===== src/rtl/ddr3_apb_regfile_if.sv =====
// APB link between the APB bridge (master) and the DDR3 controller register file (slave).
// Signals:
//   sel, enable, write  PSEL / PENABLE / PWRITE from the bridge
//   addr [AW], wdata [DW]  PADDR / PWDATA from the bridge
//   rdata [DW]          PRDATA back to the bridge
//   ready, slverr       PREADY / PSLVERR back to the bridge (slverr valid only with ready)
interface ddr3_apb_regfile_if #(
    parameter int unsigned AW = 8,
    parameter int unsigned DW = 16
);
    logic          sel;
    logic          enable;
    logic          write;
    logic [AW-1:0] addr;
    logic [DW-1:0] wdata;
    logic [DW-1:0] rdata;
    logic          ready;
    logic          slverr;

    modport master (
        output sel, enable, write, addr, wdata,
        input  rdata, ready, slverr
    );

    modport slave (
        input  sel, enable, write, addr, wdata,
        output rdata, ready, slverr
    );
endinterface


===== src/rtl/ddr3_apb_regfile.sv =====
// APB register file for the multi-channel DDR3 controller: MR0-MR3, CTRL/STATUS,
// arbiter mode/priority/weights, and an MRS launch FSM handshaking with the sequencer.
// Ports:
//   aclk, areset_n   clock, async active-low reset
//   apb              APB slave (zero-wait writes, one-wait-state reads, PSLVERR on bad access)
//   mrs_req/sel/data MRS request to the init/command sequencer; mrs_ack accepts it (1-cycle pulse)
//   arb_mode/prio/weight  arbiter configuration, weight ch0 in LSBs
//   irq              registered STATUS.DONE | STATUS.TMO
// DW must be 16. NUM_CH in 1..8, TIMEOUT in 1..65535.
module ddr3_apb_regfile #(
    parameter int unsigned NUM_CH  = 4,
    parameter int unsigned DW      = 16,
    parameter int unsigned AW      = 8,
    parameter int unsigned TIMEOUT = 255
) (
    input  logic                aclk,
    input  logic                areset_n,
    ddr3_apb_regfile_if.slave   apb,
    output logic                mrs_req,
    output logic [1:0]          mrs_sel,
    output logic [DW-1:0]       mrs_data,
    input  logic                mrs_ack,
    output logic [2:0]          arb_mode,
    output logic [2*NUM_CH-1:0] arb_prio,
    output logic [4*NUM_CH-1:0] arb_weight,
    output logic                irq
);
    localparam int unsigned CNT_W = 16;

    localparam logic [AW-1:0] A_CTRL = AW'(8'h04);
    localparam logic [AW-1:0] A_STAT = AW'(8'h05);
    localparam logic [AW-1:0] A_MODE = AW'(8'hE0);
    localparam logic [AW-1:0] A_PRIO = AW'(8'hE4);
    localparam logic [AW-1:0] A_WGT0 = AW'(8'hC0);

    typedef enum logic [1:0] {
        S_IDLE = 2'd0,
        S_REQ  = 2'd1,
        S_DONE = 2'd2
    } state_e;

    // Writable bits of each mode register
    function automatic logic [DW-1:0] mr_mask(input logic [1:0] idx);
        case (idx)
            2'd0:    mr_mask = DW'(16'hEE7C);
            2'd1:    mr_mask = DW'(16'hE766);
            2'd2:    mr_mask = DW'(16'hFF38);
            default: mr_mask = DW'(16'h0007);
        endcase
    endfunction

    state_e              state_q, state_d;
    logic [CNT_W-1:0]    cnt_q, cnt_d;
    logic                mrs_req_q, mrs_req_d;
    logic [1:0]          mrs_sel_q, mrs_sel_d;
    logic [DW-1:0]       mrs_data_q, mrs_data_d;
    logic                done_q, done_d, tmo_q, tmo_d;
    logic [1:0]          last_sel_q, last_sel_d;
    logic                irq_q;

    logic [DW-1:0]       mr_q [4];
    logic                start_q;
    logic [1:0]          ctrl_sel_q;
    logic [2:0]          mode_q;
    logic [2*NUM_CH-1:0] prio_q;
    logic [4*NUM_CH-1:0] wgt_q;
    logic                rd_wait_q;
    logic [DW-1:0]       rdata_q;

    logic          acc_c, wr_c, ready_c, slverr_c, hit_c, busy_c;
    logic          is_mr_c, is_ctrl_c, is_stat_c, is_mode_c, is_prio_c, is_wgt_c;
    logic          start_err_c, launch_c, ctrl_wr_c, stat_wr_c;
    logic          done_set_c, tmo_set_c;
    logic [AW-1:0] woff_c;
    logic [2:0]    widx_c;
    logic [DW-1:0] rdata_c;

    // Address decode and transfer qualification
    assign acc_c     = apb.sel & apb.enable;
    assign wr_c      = acc_c & apb.write;
    assign is_mr_c   = apb.addr < AW'(4);
    assign is_ctrl_c = apb.addr == A_CTRL;
    assign is_stat_c = apb.addr == A_STAT;
    assign is_mode_c = apb.addr == A_MODE;
    assign is_prio_c = apb.addr == A_PRIO;
    assign woff_c    = apb.addr - A_WGT0;
    assign widx_c    = 3'(woff_c >> 2);
    assign is_wgt_c  = (apb.addr >= A_WGT0) && (woff_c < AW'(4 * NUM_CH)) && (apb.addr[1:0] == 2'b00);
    assign hit_c     = is_mr_c | is_ctrl_c | is_stat_c | is_mode_c | is_prio_c | is_wgt_c;
    assign busy_c    = state_q != S_IDLE;

    // A START write while an MRS is in flight is rejected whole, including MR_SEL
    assign start_err_c = apb.write & is_ctrl_c & apb.wdata[0] & busy_c;
    assign launch_c    = wr_c & is_ctrl_c & apb.wdata[0] & ~busy_c;
    assign ctrl_wr_c   = wr_c & is_ctrl_c & ~start_err_c;
    assign stat_wr_c   = wr_c & is_stat_c;

    // Writes complete in the first access cycle, reads after one wait cycle
    assign ready_c  = acc_c & (apb.write | rd_wait_q);
    assign slverr_c = ready_c & (~hit_c | start_err_c);

    assign apb.ready  = ready_c;
    assign apb.slverr = slverr_c;
    assign apb.rdata  = rdata_q;

    // Read data mux; unmapped addresses read zero
    always_comb begin
        rdata_c = '0;
        if (is_mr_c) begin
            rdata_c = mr_q[apb.addr[1:0]];
        end else if (is_ctrl_c) begin
            rdata_c = {ctrl_sel_q, {(DW-3){1'b0}}, start_q};
        end else if (is_stat_c) begin
            rdata_c = DW'({tmo_q, done_q, last_sel_q, busy_c});
        end else if (is_mode_c) begin
            rdata_c = DW'(mode_q);
        end else if (is_prio_c) begin
            rdata_c = DW'(prio_q);
        end else if (is_wgt_c) begin
            for (int unsigned n = 0; n < NUM_CH; n++) begin
                if (widx_c == 3'(n)) rdata_c = DW'(wgt_q[4*n +: 4]);
            end
        end
    end

    // MRS launch FSM next state, request payload and sticky status
    always_comb begin
        state_d    = state_q;
        cnt_d      = cnt_q;
        mrs_req_d  = 1'b0;
        mrs_sel_d  = mrs_sel_q;
        mrs_data_d = mrs_data_q;
        done_set_c = 1'b0;
        tmo_set_c  = 1'b0;
        last_sel_d = last_sel_q;
        case (state_q)
            S_IDLE: begin
                if (launch_c) begin
                    state_d    = S_REQ;
                    cnt_d      = '0;
                    mrs_req_d  = 1'b1;
                    mrs_sel_d  = apb.wdata[DW-1 -: 2];
                    mrs_data_d = mr_q[apb.wdata[DW-1 -: 2]];
                end
            end
            S_REQ: begin
                // ack beats a timeout landing in the same cycle
                if (mrs_ack) begin
                    state_d = S_DONE;
                end else if (cnt_q == CNT_W'(TIMEOUT - 1)) begin
                    state_d   = S_IDLE;
                    tmo_set_c = 1'b1;
                end else begin
                    cnt_d     = cnt_q + CNT_W'(1);
                    mrs_req_d = 1'b1;
                end
            end
            S_DONE: begin
                state_d    = S_IDLE;
                done_set_c = 1'b1;
                last_sel_d = mrs_sel_q;
            end
            default: state_d = S_IDLE;
        endcase
        // hardware set outranks a W1C in the same cycle
        done_d = done_set_c | (done_q & ~(stat_wr_c & apb.wdata[3]));
        tmo_d  = tmo_set_c  | (tmo_q  & ~(stat_wr_c & apb.wdata[4]));
    end

    // FSM and status registers
    always_ff @(posedge aclk or negedge areset_n) begin
        if (!areset_n) begin
            state_q    <= S_IDLE;
            cnt_q      <= '0;
            mrs_req_q  <= 1'b0;
            mrs_sel_q  <= '0;
            mrs_data_q <= '0;
            done_q     <= 1'b0;
            tmo_q      <= 1'b0;
            last_sel_q <= '0;
            irq_q      <= 1'b0;
        end else begin
            state_q    <= state_d;
            cnt_q      <= cnt_d;
            mrs_req_q  <= mrs_req_d;
            mrs_sel_q  <= mrs_sel_d;
            mrs_data_q <= mrs_data_d;
            done_q     <= done_d;
            tmo_q      <= tmo_d;
            last_sel_q <= last_sel_d;
            irq_q      <= done_q | tmo_q;
        end
    end

    // Software-visible configuration registers and APB read path
    always_ff @(posedge aclk or negedge areset_n) begin
        if (!areset_n) begin
            for (int i = 0; i < 4; i++) mr_q[i] <= '0;
            start_q    <= 1'b0;
            ctrl_sel_q <= '0;
            mode_q     <= 3'd1;
            prio_q     <= '0;
            wgt_q      <= '0;
            rd_wait_q  <= 1'b0;
            rdata_q    <= '0;
        end else begin
            if (wr_c && is_mr_c) mr_q[apb.addr[1:0]] <= apb.wdata & mr_mask(apb.addr[1:0]);
            start_q <= launch_c;
            if (ctrl_wr_c) ctrl_sel_q <= apb.wdata[DW-1 -: 2];
            if (wr_c && is_mode_c) mode_q <= apb.wdata[2:0];
            if (wr_c && is_prio_c) prio_q <= apb.wdata[2*NUM_CH-1:0];
            for (int unsigned n = 0; n < NUM_CH; n++) begin
                if (wr_c && is_wgt_c && widx_c == 3'(n)) wgt_q[4*n +: 4] <= apb.wdata[3:0];
            end
            // read data is captured in the wait cycle and presented with ready
            rd_wait_q <= acc_c & ~apb.write & ~rd_wait_q;
            if (acc_c && !apb.write && !rd_wait_q) rdata_q <= rdata_c;
        end
    end

    assign mrs_req    = mrs_req_q;
    assign mrs_sel    = mrs_sel_q;
    assign mrs_data   = mrs_data_q;
    assign arb_mode   = mode_q;
    assign arb_prio   = prio_q;
    assign arb_weight = wgt_q;
    assign irq        = irq_q;
endmodule

===== src/flat_wrapper.sv =====
// flat-port wrapper written by rule: the top's interface ports become plain ports
module ddr3_apb_regfile_flat 
#(
    parameter int unsigned NUM_CH  = 4,
    parameter int unsigned DW      = 16,
    parameter int unsigned AW      = 8,
    parameter int unsigned TIMEOUT = 255
)
  (aclk, areset_n, mrs_req, mrs_sel, mrs_data, mrs_ack, arb_mode, arb_prio, arb_weight, irq, apb_sel, apb_enable, apb_write, apb_addr, apb_wdata, apb_rdata, apb_ready, apb_slverr);
  ddr3_apb_regfile_if #(.AW(AW), .DW(DW)) apb_i ();
  input  logic aclk;
  input  logic areset_n;
  output logic mrs_req;
  output logic [1:0] mrs_sel;
  output logic [DW-1:0] mrs_data;
  input  logic mrs_ack;
  output logic [2:0] arb_mode;
  output logic [2*NUM_CH-1:0] arb_prio;
  output logic [4*NUM_CH-1:0] arb_weight;
  output logic irq;
  input wire logic [$bits(apb_i.sel)-1:0] apb_sel;
  input wire logic [$bits(apb_i.enable)-1:0] apb_enable;
  input wire logic [$bits(apb_i.write)-1:0] apb_write;
  input wire logic [$bits(apb_i.addr)-1:0] apb_addr;
  input wire logic [$bits(apb_i.wdata)-1:0] apb_wdata;
  output wire logic [$bits(apb_i.rdata)-1:0] apb_rdata;
  output wire logic [$bits(apb_i.ready)-1:0] apb_ready;
  output wire logic [$bits(apb_i.slverr)-1:0] apb_slverr;
  assign apb_i.sel = apb_sel;
  assign apb_i.enable = apb_enable;
  assign apb_i.write = apb_write;
  assign apb_i.addr = apb_addr;
  assign apb_i.wdata = apb_wdata;
  assign apb_rdata = apb_i.rdata;
  assign apb_ready = apb_i.ready;
  assign apb_slverr = apb_i.slverr;
  ddr3_apb_regfile #(.NUM_CH(NUM_CH), .DW(DW), .AW(AW), .TIMEOUT(TIMEOUT)) u_core (.aclk(aclk), .areset_n(areset_n), .apb(apb_i), .mrs_req(mrs_req), .mrs_sel(mrs_sel), .mrs_data(mrs_data), .mrs_ack(mrs_ack), .arb_mode(arb_mode), .arb_prio(arb_prio), .arb_weight(arb_weight), .irq(irq));
endmodule

===== config.mk =====
export PLATFORM = sky130hd
export DESIGN_NAME = ddr3_apb_regfile_flat
export DESIGN_NICKNAME = d
export VERILOG_FILES = /design/src/rtl/ddr3_apb_regfile_if.sv /design/src/rtl/ddr3_apb_regfile.sv /design/src/flat_wrapper.sv
export SDC_FILE = /design/constraint.sdc
export NUM_CORES = 1
export LEC_CHECK = 0
export CORE_UTILIZATION = 35
export CTS_BUF_LIST = sky130_fd_sc_hd__clkbuf_4 sky130_fd_sc_hd__clkbuf_8 sky130_fd_sc_hd__clkbuf_16
export DETAILED_ROUTE_END_ITERATION = 8
export MAX_ROUTING_LAYER = met4
export SLEW_MARGIN = 15
export SYNTH_ARGS = -nofsm -noshare
export SYNTH_HDL_FRONTEND = slang
export SYNTH_SLANG_ARGS = --single-unit

===== constraint.sdc =====
create_clock -name aclk -period 4.25 [get_ports aclk]
set_input_delay 0.425 -clock aclk [delete_from_list [all_inputs] [get_ports aclk]]
set_output_delay 0.425 -clock aclk [all_outputs]
set_load 0.005 [all_outputs]

# Yosys cells after proc, flatten, opt, wreduce, memory -nomap -nowiden
# Cells that the tools add are included.
[word_totals] ramBits=0 word_cells=145 reg_bits=153 input_bits=30 romBits=0 mem_count=0 latchBits=0
[classes] order_cmp=6 n_shift=0 add_sub_neg=2 multipliers=0 reduce_logical=23 n_mux=37 n_eq_ne=16 div_mod_pow=0 n_bitwise=38
[op_table] operator="$mux W16" count=15
[op_table] operator="$bmux W16 S2" count=2
[op_table] operator="$bwmux W64" count=1
[op_table] operator="$pmux W16 S3" count=1
[op_table] operator="$demux W16 S2" count=1
[op_table] operator="$pmux W16 S2" count=1
[op_table] operator="$and A1 B1 Y1" count=18
[op_table] operator="$add A16 B1 Y16 const B" count=1
[op_table] operator="$and A16 B16 Y16" count=1
[op_table] operator="$eq A16 B8 Y1 const B" count=1
[op_table] operator="$eq A8 B3 Y1 const B" count=2
[op_table] operator="$eq A8 B8 Y1 const B" count=2
[op_table] operator="$mux W4" count=4
[op_table] operator="$logic_and A1 B1 Y1" count=13
[op_table] operator="$or A1 B1 Y1" count=10
[op_table] operator="$ge A8 B8 Y1 const B" count=1
[op_table] operator="$lt A8 B3 Y1 const B" count=1
[op_table] operator="$lt A8 B5 Y1 const B" count=1
[op_table] operator="$sub A8 B8 Y8 const B" count=1
[op_table] operator="$mux W1" count=7
[op_table] operator="$not A1 Y1" count=7
[op_table] operator="$eq A3 B2 Y1 const B" count=2
[op_table] operator="$ge A3 B3 Y1 const B" count=2
[op_table] operator="$mux W2" count=3
[op_table] operator="16 further kinds" count=24

# Logic depth before layout (Yosys ltp)
[depth] word_depth=12 ltp_mapped=11

# Least setup slack after synthesis
# OpenSTA, ideal clock, no wires.
[synth_timing] path_kind="input-to-output" start="input apb_addr[0]" end="output apb_slverr" path_buffers=3 cell_stages=9 t_arrival_ps=2414 setup_slack_ps=1411 cell_sequence="clkbuf_1 > buf_2 > inv_1 > ha_1 > buf_2 > nand3_1 > or4b_2 > and4b_1 > o21a_1"
[synth_via] elab_chain_cells=9 elab_cells_between_ends=22
[synth_rtl] item="start, declared" line_no="flat_wrapper.sv:24" source="input wire logic [$bits(apb_i.addr)-1:0] apb_addr;"
[synth_rtl] item="parallel branches: the longest is 7 deep, another holds $sub A8 B8 Y8"
[synth_rtl] item="$or A1 B1 Y1 *" line_no="ddr3_apb_regfile.sv:100" source="assign slverr_c = ready_c & (~hit_c | start_err_c);"
[synth_rtl] item="$and A1 B1 Y1 *" line_no="ddr3_apb_regfile.sv:100"
[synth_rtl] item="end, declared" line_no="flat_wrapper.sv:28" source="output wire logic [$bits(apb_i.slverr)-1:0] apb_slverr;"
# Mark *: on every way between the ends.

# Worst setup path in the final report
[layout_timing] start="input apb_addr[6]" end="output apb_slverr"
# The elaborated chain is that of the path after synthesis.

==> results.sh <==
export IMPL_status="finished clean"
export IMPL_critPathLaunchType="primary input"
export IMPL_routabilityCongestion=0.823
export IMPL_clkPwrFrac_pct=45.4
export IMPL_grt_antenna_before_repair=0
export IMPL_io_pins=95
export IMPL_h_tree_depth=4
export IMPL_fin_skew_ps=5.27
export IMPL_cts_buffers=17
export IMPL_synthesis_area_sq_mm=0.00705
export IMPL_required_ps=3830
export IMPL_synth_top_area_cell="dfrtp_1"
export IMPL_cts_setup_buffers=0
export IMPL_async_flop_share_pct=100
export IMPL_max_vdd_ir_drop_uv=290
export IMPL_worst_slack_ps=785
export IMPL_antenna_left=0
export IMPL_p_seq_share_pct=47.3
export IMPL_switching_share_pct=22.7
export IMPL_num_rows=51
export IMPL_syn_inst=596
export IMPL_drt_iter0_drc=541
export IMPL_clk_latency_ps=420
export IMPL_period_minus_slack_ps=3470
export IMPL_maxCapViolCount=0
export IMPL_synth_xor_area_share_pct=1.49
export IMPL_yosys_warnings=0
export IMPL_drt_first_pass_iters=5
export IMPL_cts_sinks=148
export IMPL_synthAdderAreaFrac_pct=1.42
export IMPL_setup_viol=0
export IMPL_power_density_mw_per_mm2=348
export IMPL_cellLeakagePower_nw=3.92
export IMPL_route_detailed_drc=0
export IMPL_combinationalPowerShare_pct=7.3
export IMPL_final_fill_count=1834
export IMPL_synthDistinctLibCells=57
export IMPL_hold_viol=0
export IMPL_grt_pass1_vias=5247
export IMPL_synth_top_family_by_area="multiplexers"
export IMPL_wl_per_cell_microns=19.1
export IMPL_layout_drive_gt1_share_pct=21.2
export IMPL_die_area_sq_mm=0.0207
export IMPL_timing_setup_tns_ps=0
export IMPL_cts_root_buf="clkbuf_16"
export IMPL_io_buffers=93
export IMPL_via_count=5140
export IMPL_p_int_mw=2.37
export IMPL_vias_per_cell=5.32
export IMPL_hpwlAfterDp_microns=12700
export IMPL_final_common_cell="dfrtp_1"
export IMPL_worstRegToRegCells=6
export IMPL_insertedDiodeCount=0
export IMPL_synth_compound_area_share_pct=7.70
export IMPL_slew_violations=0
export IMPL_grtUsageTotal_pct=19.9
export IMPL_cts_clk_slew_worst_paths_ps=50
export IMPL_synth_area_mux_share_pct=20.0
export IMPL_max_freq_mhz=289
export IMPL_drt_total_wl_microns=18500
export IMPL_dp_cells=936
export IMPL_grt_max_degree=95
export IMPL_postCtsHoldBufs=0
export IMPL_pre_cts_slack_ps=805
export IMPL_synth_simple_area_share_pct=14.2
export IMPL_cp_data_arrival_time_ps=3040
export IMPL_utilization_pct=45.0
export IMPL_ys_seq_elements=148
export IMPL_grt_pass1_wl_microns=29600
export IMPL_overflow=0
export IMPL_synth_top_area_share_pct=52.2
export IMPL_coreArea_sq_mm=0.0196
export IMPL_yosysSeqAreaShare_pct=52.5
export IMPL_ys_dominant_reg_cell="dfrtp_1"
export IMPL_cp_end_kind="output pin"
export IMPL_die_y_microns=144
export IMPL_fin_cells=967
export IMPL_r2r_start="u_core.state_q[0]$_DFFE_PN0P_"
export IMPL_synth_area_per_cell_sq_um=11.8
export IMPL_layout_common_cells="147 x dfrtp_1, 92 x clkdlybuf4s50_1, 84 x nand2_1"
export IMPL_rsz0062_at_grt="no"
export IMPL_synthTopCellsByArea="dfrtp_1 52%, mux4_2 9.6%, mux2_2 9.4%"
export IMPL_area_delta_synth_final_pct=25.1
export IMPL_cts_resized=0
export IMPL_syn_num_nets=634
export IMPL_reg2reg_slack_ps=2090
export IMPL_final_nets=728
export IMPL_tightest_slew_ps=1040
export IMPL_p_switching_mw=0.696
export IMPL_cts_tree="done"
export IMPL_reg2reg_to="u_core.cnt_q[0]$_DFFE_PN0P_"
export IMPL_slew_headroom_pct=30.5
export IMPL_worstPathMaxFanout=5
export IMPL_die_width_microns=144
export IMPL_hold_path_class="primary input to async pin"
export IMPL_initial_core_util_pct=36.0
export IMPL_crit_start="apb_addr[6]"
export IMPL_crit_end="apb_slverr"
export IMPL_synth_edf_count=0
export IMPL_worstSetupPathType="primary input to output pin"
export IMPL_cts_buffer_depth=2
export IMPL_period_share_pct=81.5
critical path, cell delays in order:
cell and delay (ps):
clkdlybuf4s50_1 430, or4_1 730, nor2_1 310, and3_1 300
and4b_1 220, o21a_1 180, clkdlybuf4s50_1 450
cell type report:
cell class	instances	area [sq um]	share of cell area [%]
Timing Repair Buffer	108	1040	11.8
Clock buffer	27	526	5.96
Multi-Input combinational cell	407	3160	35.9
Clock inverter	4	22.5	0.255
Tap cell	265	332	3.76
Sequential cell	148	3700	42.0
Inverter	8	30.0	0.340
worst min path at each step:
stage | startpoint | end | slack [ps] | cells past startpoint
final | areset_n | u_core.mrs_data[9]$_DFFE_PN0P_ | 70 | 1
after detailed placement | u_core.apb.rdata[11]$_DFFE_PN0P_ | u_core.apb.rdata[11]$_DFFE_PN0P_ | 460 | 2
after floorplan | areset_n | u_core.apb.rdata[0]$_DFFE_PN0P_ | 130 | 0
after global routing | areset_n | u_core.mrs_data[9]$_DFFE_PN0P_ | 160 | 1
after global placement | u_core.apb.rdata[11]$_DFFE_PN0P_ | u_core.apb.rdata[11]$_DFFE_PN0P_ | 460 | 2
after CTS | areset_n | u_core.mrs_data[9]$_DFFE_PN0P_ | 120 | 1
power by group through the flow:
| stage | sequential [mW] | combinational, mW | clock [mW] |
|---|---|---|---|
| floorplan | 1.47 | 0.0874 | 0 |
| finish | 1.45 | 0.223 | 1.39 |
| detailed placement | 1.48 | 0.226 | 0 |
| global placement | 1.48 | 0.224 | 0 |
| CTS | 1.45 | 0.227 | 1.41 |
| global route | 1.45 | 0.245 | 1.47 |
logic make-up (layout without fill, tap and decap cells):
group	count (synthesis)	in the layout
adders and majority gates	8	8
and+or+nand+nor	196	196
xor gates and xnor gates	12	12
muxes	96	96
AOI/OAI and AO/OA	94	94
buffers and inverters	41	147
DFF	148	148
other	1	1
metrics by stage:
step / hold slack (ps) / power (mW) / instance area, sq um
3_3_place_gp: 459 / 1.70 / 8270
2_1_floorplan: 129 / 1.56 / 7050
3_5_place_dp: 462 / 1.70 / 8270
5_1_grt: 164 / 3.17 / 8820
4_1_cts: 123 / 3.09 / 8820
6_report: 67.0 / 3.07 / 8820
state kept, by name, indices dropped and copies added (netlist names):
name and flops:
u_core.rd_wait_q 1, u_core.arb_weight 16, u_core.apb.rdata 16, u_core.cnt_q 16
u_core.last_sel_q 2, u_core.done_q 1, u_core.irq 1, u_core.ctrl_sel_q 2
u_core.arb_mode 3, u_core.mrs_data 15, u_core.mrs_req 1, u_core.arb_prio 8
u_core.tmo_q 1, u_core.state_q 2, u_core.mrs_sel 2, u_core.start_q 1
u_core.mr_q 60
cells in the mapped netlist, types with 4 or more instances:
cell type,instances
o21ai_0,60
mux4_2,30
and4_1,4
xor2_1,12
and3_1,4
a221oi_1,5
inv_1,7
nand3_1,24
buf_2,14
a21oi_1,5
ha_1,8
nor2_1,35
clkbuf_1,15
and2_1,5
o22ai_1,7
mux2i_1,7
dfrtp_1,147
nand2b_1,8
nand4_1,4
mux2_2,59
nand2_1,84
metal layers:
| layer | GRT usage, % | vias to the layer above | share of wire (%) |
|---|---|---|---|
| li1 | - | 2347 | - |
| met1 | 27.1 | 2623 | 45 |
| met2 | 30.1 | 145 | 48 |
| met3 | 2.83 | 25 | 4.4 |
| met4 | 7.56 | 0 | 1.7 |
| met5 | - | - | 0 |
Note: power is estimated with default switching activity, not from simulation.
